`config.mk`:
```
export PLATFORM = sky130hd
export DESIGN_NAME = reg_file_sb
export DESIGN_NICKNAME = d
export VERILOG_FILES = /design/src/rtl/rf_pkg.sv /design/src/rtl/rf_scoreboard.sv /design/src/rtl/reg_file_sb.sv
export SDC_FILE = /design/constraint.sdc
export NUM_CORES = 2
export LEC_CHECK = 0
export BUFFER_PORTS_ARGS = -buffer_cell sky130_fd_sc_hd__buf_2
export CAP_MARGIN = 20
export CORE_ASPECT_RATIO = 1.25
export CORE_MARGIN = 8
export CORE_UTILIZATION = 55
export DETAILED_ROUTE_END_ITERATION = 7
export PLACE_DENSITY = 0.72
export SYNTH_ARGS = -nofsm -noshare
export SYNTH_HDL_FRONTEND = slang
export SYNTH_SLANG_ARGS = --single-unit
```
`constraint.sdc`:
```
create_clock -name clk -period 6 [get_ports clk]
set_clock_uncertainty 0.05 [all_clocks]
set_input_delay 0.6 -clock clk [delete_from_list [all_inputs] [get_ports clk]]
set_output_delay 0.6 -clock clk [all_outputs]
set_load 0.005 [all_outputs]
```
`src/rtl/rf_pkg.sv`:
```
// Shared definitions for the scoreboarded register file.
// Holds the default geometry, the index of the hardwired zero register and
// an address-width helper that never returns less than one bit.
package rf_pkg;

  localparam int DEF_XLEN     = 32;
  localparam int DEF_NUM_REGS = 32;
  localparam int DEF_NUM_RD   = 2;
  localparam int ZERO_IDX     = 0;

  // Address width for n entries; a one-entry file still needs a 1-bit address.
  function automatic int clog2_safe(input int n);
    return (n <= 2) ? 1 : $clog2(n);
  endfunction

endpackage

```
`src/rtl/rf_scoreboard.sv`:
```
// Pending-write scoreboard: one busy bit per architectural register.
// Ports:
//   clk, rst_n           clock, asynchronous active-low reset
//   rd_addr  [NUM_RD*AW] read addresses from decode, port k at [k*AW +: AW]
//   rd_busy  [NUM_RD]    port k's register still waits for its writeback
//   wr_en/wr_addr        writeback event, clears the busy bit
//   iss_en/iss_addr      issue event, sets the busy bit (set beats clear)
//   sb_err               sticky: a writeback hit a register that was not busy
//   busy_vec [NUM_REGS]  raw busy bits for debug
module rf_scoreboard
  import rf_pkg::*;
#(
  parameter  int NUM_REGS = DEF_NUM_REGS,
  parameter  int NUM_RD   = DEF_NUM_RD,
  parameter  int ZERO_REG = 1,
  parameter  int BYPASS   = 1,
  localparam int AW       = clog2_safe(NUM_REGS)
) (
  input  logic                 clk,
  input  logic                 rst_n,
  input  logic [NUM_RD*AW-1:0] rd_addr,
  output logic [NUM_RD-1:0]    rd_busy,
  input  logic                 wr_en,
  input  logic [AW-1:0]        wr_addr,
  input  logic                 iss_en,
  input  logic [AW-1:0]        iss_addr,
  output logic                 sb_err,
  output logic [NUM_REGS-1:0]  busy_vec
);

  logic [NUM_REGS-1:0] busy;
  logic [NUM_REGS-1:0] busy_next;
  logic                err_next;
  logic                wr_is_zero;
  logic                iss_is_zero;

  assign wr_is_zero  = (ZERO_REG != 0) && (wr_addr  == AW'(ZERO_IDX));
  assign iss_is_zero = (ZERO_REG != 0) && (iss_addr == AW'(ZERO_IDX));

  // NOTE: every signal written in always_comb gets a default first, so no
  // path through the block can leave it unassigned and infer a latch.
  always_comb begin
    busy_next = busy;
    // Clear before set: a new producer issued in the writeback cycle of the
    // old one must stay outstanding.
    if (wr_en && !wr_is_zero)   busy_next[wr_addr]  = 1'b0;
    if (iss_en && !iss_is_zero) busy_next[iss_addr] = 1'b1;
    if (ZERO_REG != 0)          busy_next[ZERO_IDX] = 1'b0;
  end

  assign err_next = sb_err | (wr_en & ~wr_is_zero & ~busy[wr_addr]);

  // NOTE: state registers use non-blocking assignments so every flop samples
  // the pre-edge values regardless of process evaluation order.
  always_ff @(posedge clk or negedge rst_n) begin
    if (!rst_n) begin
      busy   <= '0;
      sb_err <= 1'b0;
    end else begin
      busy   <= busy_next;
      sb_err <= err_next;
    end
  end

  // Busy as seen by decode this cycle: pre-edge state, except that a
  // forwarded writeback already satisfies the dependency.
  always_comb begin
    logic [AW-1:0] a;
    rd_busy = '0;
    a       = '0;
    for (int k = 0; k < NUM_RD; k++) begin
      a          = rd_addr[k*AW +: AW];
      rd_busy[k] = busy[a] & ~((BYPASS != 0) && wr_en && (wr_addr == a));
    end
  end

  assign busy_vec = busy;

endmodule

```
`src/rtl/reg_file_sb.sv`:
```
// Parametrised integer register file with write-to-read bypass, optional
// hardwired zero register and a pending-write scoreboard for RAW detection.
// Ports:
//   clk, rst_n           clock, asynchronous active-low reset
//   rd_addr  [NUM_RD*AW] read addresses, port k at [k*AW +: AW]
//   rd_data  [NUM_RD*XLEN] combinational read data, port k at [k*XLEN +: XLEN]
//   rd_busy  [NUM_RD]    port k's register has an outstanding write
//   wr_en/wr_addr/wr_data writeback port
//   iss_en/iss_addr      issue port, marks the destination pending
//   sb_err               sticky writeback-to-non-busy error
//   busy_vec [NUM_REGS]  raw scoreboard state
module reg_file_sb
  import rf_pkg::*;
#(
  parameter  int XLEN     = DEF_XLEN,
  parameter  int NUM_REGS = DEF_NUM_REGS,
  parameter  int NUM_RD   = DEF_NUM_RD,
  parameter  int ZERO_REG = 1,
  parameter  int BYPASS   = 1,
  localparam int AW       = clog2_safe(NUM_REGS)
) (
  input  logic                   clk,
  input  logic                   rst_n,
  input  logic [NUM_RD*AW-1:0]   rd_addr,
  output logic [NUM_RD*XLEN-1:0] rd_data,
  output logic [NUM_RD-1:0]      rd_busy,
  input  logic                   wr_en,
  input  logic [AW-1:0]          wr_addr,
  input  logic [XLEN-1:0]        wr_data,
  input  logic                   iss_en,
  input  logic [AW-1:0]          iss_addr,
  output logic                   sb_err,
  output logic [NUM_REGS-1:0]    busy_vec
);

  logic [XLEN-1:0] regs [NUM_REGS];
  logic            wr_ok;

  assign wr_ok = wr_en && !((ZERO_REG != 0) && (wr_addr == AW'(ZERO_IDX)));

  // NOTE: the array is reset entry by entry because the architectural state
  // must read zero right after reset; a plain RAM without reset is not enough.
  always_ff @(posedge clk or negedge rst_n) begin
    if (!rst_n) begin
      for (int i = 0; i < NUM_REGS; i++) regs[i] <= '0;
    end else if (wr_ok) begin
      regs[wr_addr] <= wr_data;
    end
  end

  // Read ports: array value, overridden by the same-cycle writeback, then
  // forced to zero for the hardwired register and while reset is asserted
  // (a writeback presented during reset must not leak through the bypass).
  always_comb begin
    logic [AW-1:0]   a;
    logic [XLEN-1:0] val;
    rd_data = '0;
    a       = '0;
    val     = '0;
    for (int k = 0; k < NUM_RD; k++) begin
      a   = rd_addr[k*AW +: AW];
      val = regs[a];
      if ((BYPASS != 0) && wr_ok && (wr_addr == a)) val = wr_data;
      if ((ZERO_REG != 0) && (a == AW'(ZERO_IDX)))  val = '0;
      if (!rst_n)                                   val = '0;
      rd_data[k*XLEN +: XLEN] = val;
    end
  end

  rf_scoreboard #(
    .NUM_REGS (NUM_REGS),
    .NUM_RD   (NUM_RD),
    .ZERO_REG (ZERO_REG),
    .BYPASS   (BYPASS)
  ) u_sb (
    .clk      (clk),
    .rst_n    (rst_n),
    .rd_addr  (rd_addr),
    .rd_busy  (rd_busy),
    .wr_en    (wr_en),
    .wr_addr  (wr_addr),
    .iss_en   (iss_en),
    .iss_addr (iss_addr),
    .sb_err   (sb_err),
    .busy_vec (busy_vec)
  );

endmodule

```
# ---- Word level (Yosys, flattened, before mapping)
# Cells that the tools add are included.
dict set report totals {
  register_bits 1056
  input_bits 56
  out_inout_bits 99
  word_cells 103
}
dict set report classes {
  n_lt_le_gt_ge 10
  eq_ne 2
  muxes 27
  bitwise_logic 15
  n_reduce_logical 15
}
# cell n
set ops {}
lappend ops {{1024-bit bitwise mux} 1}
lappend ops {{32-bit 2-to-1 mux} 13}
lappend ops {{32-bit binary-select mux with 5-bit select} 2}
lappend ops {{32-bit demux with 5-bit select} 1}
lappend ops {{32-bit AND} 1}
lappend ops {{32-bit NOT} 1}
lappend ops {{32-bit bitwise OR} 1}
lappend ops {{5-bit by 6-bit less-than comparator with 1-bit output (second input constant)} 4}
lappend ops {{5-bit zero test} 4}
lappend ops {{6-bit >= comparator (second input constant)} 3}
lappend ops {{5-bit NOT with 6-bit output} 3}
lappend ops {{1-bit binary-select mux with 5-bit select} 3}
lappend ops {{1-bit demux with 5-bit select} 2}
lappend ops {{5-bit == test} 2}
lappend ops {{5-bit by 1-bit >= comparator with 1-bit output (second input constant)} 2}
lappend ops {{1-bit logical AND} 9}
lappend ops {{6-bit by 1-bit less-than comparator with 1-bit output (second input constant)} 1}
lappend ops {{1-bit 2-to-1 mux} 5}
lappend ops {{1-bit AND} 4}
lappend ops {{1-bit NOT} 4}
lappend ops {{1-bit zero test} 2}
lappend ops {{1-bit bitwise OR} 1}

# ---- Depth between registers and ports, before layout
dict set report depth {
  ltp_word 9
  ltp_mapped 10
  ltp_nobuf 5
}

# ---- Modules after synthesis
# Synthesis repeated with hierarchy kept, for this count alone.
dict set report hier_totals {
  cells_unflattened 3952
  area_unflattened_um2 57662.8
}
# module instances cells_per_inst area_each_um2 seq_area_each_um2
set by_module_without_submodules {}
lappend by_module_without_submodules {reg_file_sb 1 3724 55286.8 25624.6}
lappend by_module_without_submodules {rf_scoreboard 1 228 2376.0 800.8}

# ---- Least setup slack after synthesis
# Ideal clock, no wire load.
dict set report synth_path {
  path_kind {input port to output port}
  from {in rd_addr[0]}
  to {out rd_data[10]}
  arrival_ns 2.292
  t_required_ns 5.350
  setup_slack_ns 3.058
  cell_stages 7
  n_path_buf 3
  cell_sequence {buf_6 buf_8 buf_2 mux4_2 a211oi_1 a211oi_1 a211o_1}
}
dict set report synth_between {
  elab_chain_len 7
  elab_cells_between_ends 10
  classes_between {1 x eq/ne; 6 x mux; 1 x bitwise; 2 x reduce/logical}
}
# element line
set synth_rtl {}
lappend synth_rtl {{from (decl)} reg_file_sb.sv:24} ;# input logic [NUM_RD*AW-1:0] rd_addr,
lappend synth_rtl {{5-bit NOT with 6-bit output (not written as such)} reg_file_sb.sv:62} ;# val = regs[a];
lappend synth_rtl {{32-bit binary-select mux with 5-bit select} reg_file_sb.sv:62}
lappend synth_rtl {{32-bit 2-to-1 mux (not written as such) (2 in series)} reg_file_sb.sv:62}
lappend synth_rtl {{32-bit 2-to-1 mux} reg_file_sb.sv:63} ;# if ((BYPASS != 0) && wr_ok && (wr_addr == a)) val = wr_data;
lappend synth_rtl {{32-bit 2-to-1 mux *} reg_file_sb.sv:64} ;# if ((ZERO_REG != 0) && (a == AW'(ZERO_IDX))) val = '0;
lappend synth_rtl {{32-bit 2-to-1 mux *} reg_file_sb.sv:65} ;# if (!rst_n) val = '0;
lappend synth_rtl {{to (decl)} reg_file_sb.sv:25} ;# output logic [NUM_RD*XLEN-1:0] rd_data,
# Mark *: on every way between the ends. The rest lies on a longest branch, timed or not. The select of a mux whose other input is x is not followed.

# ---- Worst setup path after layout
dict set report layout_path {
  from {in wr_addr[4]}
  to {out rd_data[19]}
}
dict set report layout_between {
  elab_chain_len 7
  elab_cells_between_ends 8
  classes_between {1 x eq/ne; 3 x mux; 4 x reduce/logical}
}
# element line
set layout_rtl {}
lappend layout_rtl {{from (decl)} reg_file_sb.sv:28} ;# input logic [AW-1:0] wr_addr,
lappend layout_rtl {{5-bit zero test} reg_file_sb.sv:39} ;# assign wr_ok = wr_en && !((ZERO_REG != 0) && (wr_addr == AW'(ZERO_IDX)));
lappend layout_rtl {{1-bit zero test} reg_file_sb.sv:39}
lappend layout_rtl {{1-bit logical AND} reg_file_sb.sv:39}
lappend layout_rtl {{1-bit logical AND *} reg_file_sb.sv:63}
lappend layout_rtl {{32-bit 2-to-1 mux *} reg_file_sb.sv:63}
lappend layout_rtl {{32-bit 2-to-1 mux *} reg_file_sb.sv:64}
lappend layout_rtl {{32-bit 2-to-1 mux *} reg_file_sb.sv:65}
# Mark *: on every way between the ends. The rest lies on a longest branch, timed or not.

==> results by group <==
Setup path
  – Crit-path max FO: 16
  – WS Path Type: in -> out
  – R2r setup slk: 4.37 ns
  – CP cell instances: buf_2 -> nor3_2 -> and2_1 -> or3_1 -> nand2_1 -> o22ai_1 -> buf_2
  – Crit end category: primary output
  – Critical Path RT: ~5.4 ns
  – Worst r2r src: u_sb.busy_vec[26]
  – R2R depth: 4
  – CP Launch Type: input port
  – Crit-path most repeated cell: buf_2
  – CP max stage cell: nor3_2
  – CP delay by family, top: simple AND/OR/NAND/NOR gates
  – Reg2reg end: u_sb.sb_err
  – Crit path launch: wr_addr[4]
  – Buffers and inverters on the worst path: 2
  – Crit-path max cell delay: 0.71 ns
  – Arr. time, crit path: 3.64 ns

CTS
  – Num CTS Buffers: 104
  – Sink Count: around 1100
  – Post-CTS Resized: 0
  – CTS tree: yes
  – Setup Buffers After CTS: 0
  – Skew-Pair Late Insertion Delay: 0.70 ns
  – Clock transition at the registers of the reported paths: 0.06 ns
  – Clock root cell: clkbuf_16
  – Longest Clk Path Bufs: 3
  – Htree depth: 3

Detailed routing
  – Drt wl/cell: approximately 33 um
  – DR vias/cell: ~7
  – Total wire length: between 150 and 200 mm
  – DRT iter0 DRCs: 4373
  – Drt pass-1 iters: 5
  – Post-DRT Antenna Nets: 0
  – Drt drc: 0
  – DR vias: 37243

Global routing
  – Antenna violations before repair: 9
  – Grt total ovfl: 0
  – First-pass GRT wire length: 259 mm
  – GRT Util Overall: between 20% and 30%
  – Largest net degree at the start of global routing: 153
  – Vias in the first global route: between 30000 and 40000

Job
  – Max_cap viols: 0

Timing
  – Slew @ Worst Pin: 1.19 ns
  – Final worst-path cycle share: 71.5%
  – Total negative slack: 0 ns
  – Highest clock rate: approximately 230 MHz
  – Final slew viol count: 0
  – Min Tclk post-route: 4.29 ns
  – Final hold vios: 0
  – Relative slew slack: about a fifth
  – Setup WS post-layout: around 1.7 ns
  – # setup viols final: 0
  – RSZ-0062 raised after global routing: false

Yosys
  – Syn_nets: 3901
  – Cell count after synthesis: 3845
  – Synth Area in Simple Gates: 2.33%
  – Compound-Gate Fraction of Synth Area: 3.82%
  – Count of unique library cells instantiated by Yosys: about 70
  – Synth warn: 0
  – Mean Syn Cell Area: 15.0 sq um
  – Post-synth top area share: 45.8%
  – Adder-cell share of the synthesized area: 0%
  – Synth area leaders: dfrtp_1 46%, mux4_2 20%, mux2_2 20%
  – Async S/R FF share, synth: 100%
  – XOR/XNOR Fraction of Synth Area: less than 1%
  – Synthesis-stage register bit count: 1056
  – Cell Area, Synth: 0.0576 sq mm
  – Main combinational cell family by area after synthesis: multiplexers
  – Post-synth top flop: dfrtp_1
  – Sequential area share after synthesis: 45.8%
  – Post-synthesis mux area share: between 40% and 50%
  – Top cell type by total area after synthesis: dfrtp_1
  – Post-synth EDFFs: 0

Place
  – GP Congestion: 0.862
  – Detailed-placement wirelength estimate: ~98 mm
  – Port Buffers: 153
  – Pre-CTS setup slack: 1.80 ns

Finish
  – Layout cells sized above 1: 51.6%
  – Area added between synthesis and finish: 8.63%
  – Final layout net count: 3817

Floorplanning
  – Starting density of the core: 55.2%
  – # IOs: 155
  – Total Die Area: 0.115 sq mm
  – # rows: approximately 130
  – Chip Height: 378 um
  – Die width: 306 um
  – Core Footprint: 0.105 sq mm

Pwr
  – Gate power share: 20.9%
  – Pwr Density: 330 mW/mm^2
  – Sw frac: roughly 27%
  – Switching power: 0.00566 W
  – Peak supply drop: 0.223 mV
  – Seq pwr share: between 40 and 50%
  – Internal cell power: approximately 0.015 W
  – Leakage power: 27.4 nW
  – Clock power frac: ~33%

Worst hold path
  – HP Start: iss_addr[0]
  – Hold depth: 4
  – Worst Hold Class: in -> reg
  – Worst hold endpoint: u_sb.busy_vec[4]

Run status
  – Status: finished, final reports clean
[Yosys cell counts, types with 7 or more instances]
| master | number |
|---|---|
| a32oi_1 | 9 |
| a22o_1 | 16 |
| a221o_1 | 13 |
| nand3_1 | 15 |
| dfrtp_1 | 1056 |
| buf_6 | 19 |
| a221oi_1 | 26 |
| mux2i_1 | 235 |
| a211o_1 | 20 |
| buf_1 | 53 |
| nor3_1 | 21 |
| nand2b_1 | 7 |
| o21ai_0 | 79 |
| a22oi_1 | 11 |
| o22ai_1 | 29 |
| nor2b_1 | 38 |
| and2_1 | 7 |
| buf_2 | 121 |
| nand4_1 | 11 |
| mux4_2 | 521 |
| a211oi_1 | 34 |
| nor2_1 | 53 |
| buf_4 | 37 |
| clkbuf_1 | 192 |
| mux2_2 | 1000 |
| buf_8 | 7 |
| nand2_1 | 76 |
| a21oi_1 | 48 |
| nand3b_1 | 8 |
[what timing repair did]
item                                    4_1_cts  5_1_grt
endpoints found under the hold margin        44        0
hold buffers                                  1        0
endpoints found under the setup margin        0        0
[state kept, by name, indices dropped and copies added, names as in the netlist]
register / count
regs: 1024
u_sb.busy_vec: 31
u_sb.sb_err: 1
[worst max path at each step]
stage	slack (ns)	endpoint	depth (start not counted)
2_1_floorplan	3.06	rd_data[10]	7
3_5_place_dp	1.80	rd_data[19]	7
6_report	1.71	rd_data[19]	7
3_3_place_gp	1.83	rd_data[19]	7
4_1_cts	1.78	rd_data[19]	7
5_1_grt	1.64	rd_data[19]	7
[per-stage QoR]
stage / instances / cell area (sq um) / hold slack (ns) / total power, W / util, %
6_report: 5203 / 62600 / 0.268 / 0.0207 / 59.9
4_1_cts: 5197 / 62600 / 0.228 / 0.0207 / 59.9
3_3_place_gp: 5001 / 59000 / 0.326 / 0.0137 / 56.5
2_1_floorplan: 3845 / 57600 / 0.254 / 0.0126 / -
3_5_place_dp: 5003 / 59000 / 0.332 / 0.0139 / 56.5
5_1_grt: 5198 / 62600 / 0.281 / 0.0215 / 59.9
[cell usage in the layout, fill, tap and decap left out, types with 15 or more instances in the layout]
cell / n
buf_4: 75
a221oi_1: 26
mux4_2: 521
mux2_2: 1000
nor2_1: 40
nor3_1: 21
a211o_1: 20
a21oi_1: 48
clkbuf_8: 23
nand3_1: 15
a211oi_1: 34
clkbuf_1: 23
nand2_1: 61
clkbuf_16: 105
buf_2: 146
mux2i_1: 235
clkinv_2: 25
nor2b_1: 37
dfrtp_1: 1056
o22ai_1: 29
a22o_1: 16
o21ai_0: 79
[power groups by stage]
| stage | clock network, W | logic, W | registers [W] |
|---|---|---|---|
| 3_3_place_gp | 0 | 0.00422 | 0.00948 |
| 2_1_floorplan | 0 | 0.00336 | 0.00923 |
| 6_report | 0.00686 | 0.00433 | 0.00950 |
| 3_5_place_dp | 0 | 0.00432 | 0.00958 |
| 4_1_cts | 0.00694 | 0.00434 | 0.00945 |
| 5_1_grt | 0.00719 | 0.00463 | 0.00966 |
[cells by family (layout without fill, tap and decap cells)]
group | after synthesis | in the layout
xor+xnor | 10 | 10
other cells | 1 | 6
compound gates | 318 | 318
flops | 1056 | 1056
mux | 1758 | 1758
simple gates | 263 | 263
buf+inv | 439 | 442
[routing by layer]
| metal | global-route usage, % | vias up | wire, um |
|---|---|---|---|
| met5 | 0 | - | 43 |
| met4 | 12.5 | 6 | 7680 |
| met3 | 6.68 | 450 | 16500 |
| met2 | 45.7 | 1957 | 79500 |
| met1 | 41.6 | 20121 | 69500 |
| li1 | - | 14709 | - |
[worst reg2reg max path: stages, from the launching register on]
cell     delay (ns)
dfrtp_1        0.43
mux4_2         0.49
mux2i_1        0.27
o22a_1         0.19
a41o_1         0.17
[cell type report]
class | instances | area, sq um
diodes | 5 | 12.5
clock buffers | 151 | 3030
clock inverters | 42 | 520
fillers | 7912 | 41900
inverters | 8 | 35.0
multi-input cells | 2350 | 29300
flip-flops and latches | 1056 | 26400
well taps | 1350 | 1690
repair buffers | 241 | 1650
No activity file was read; power rests on OpenSTA's default activity.
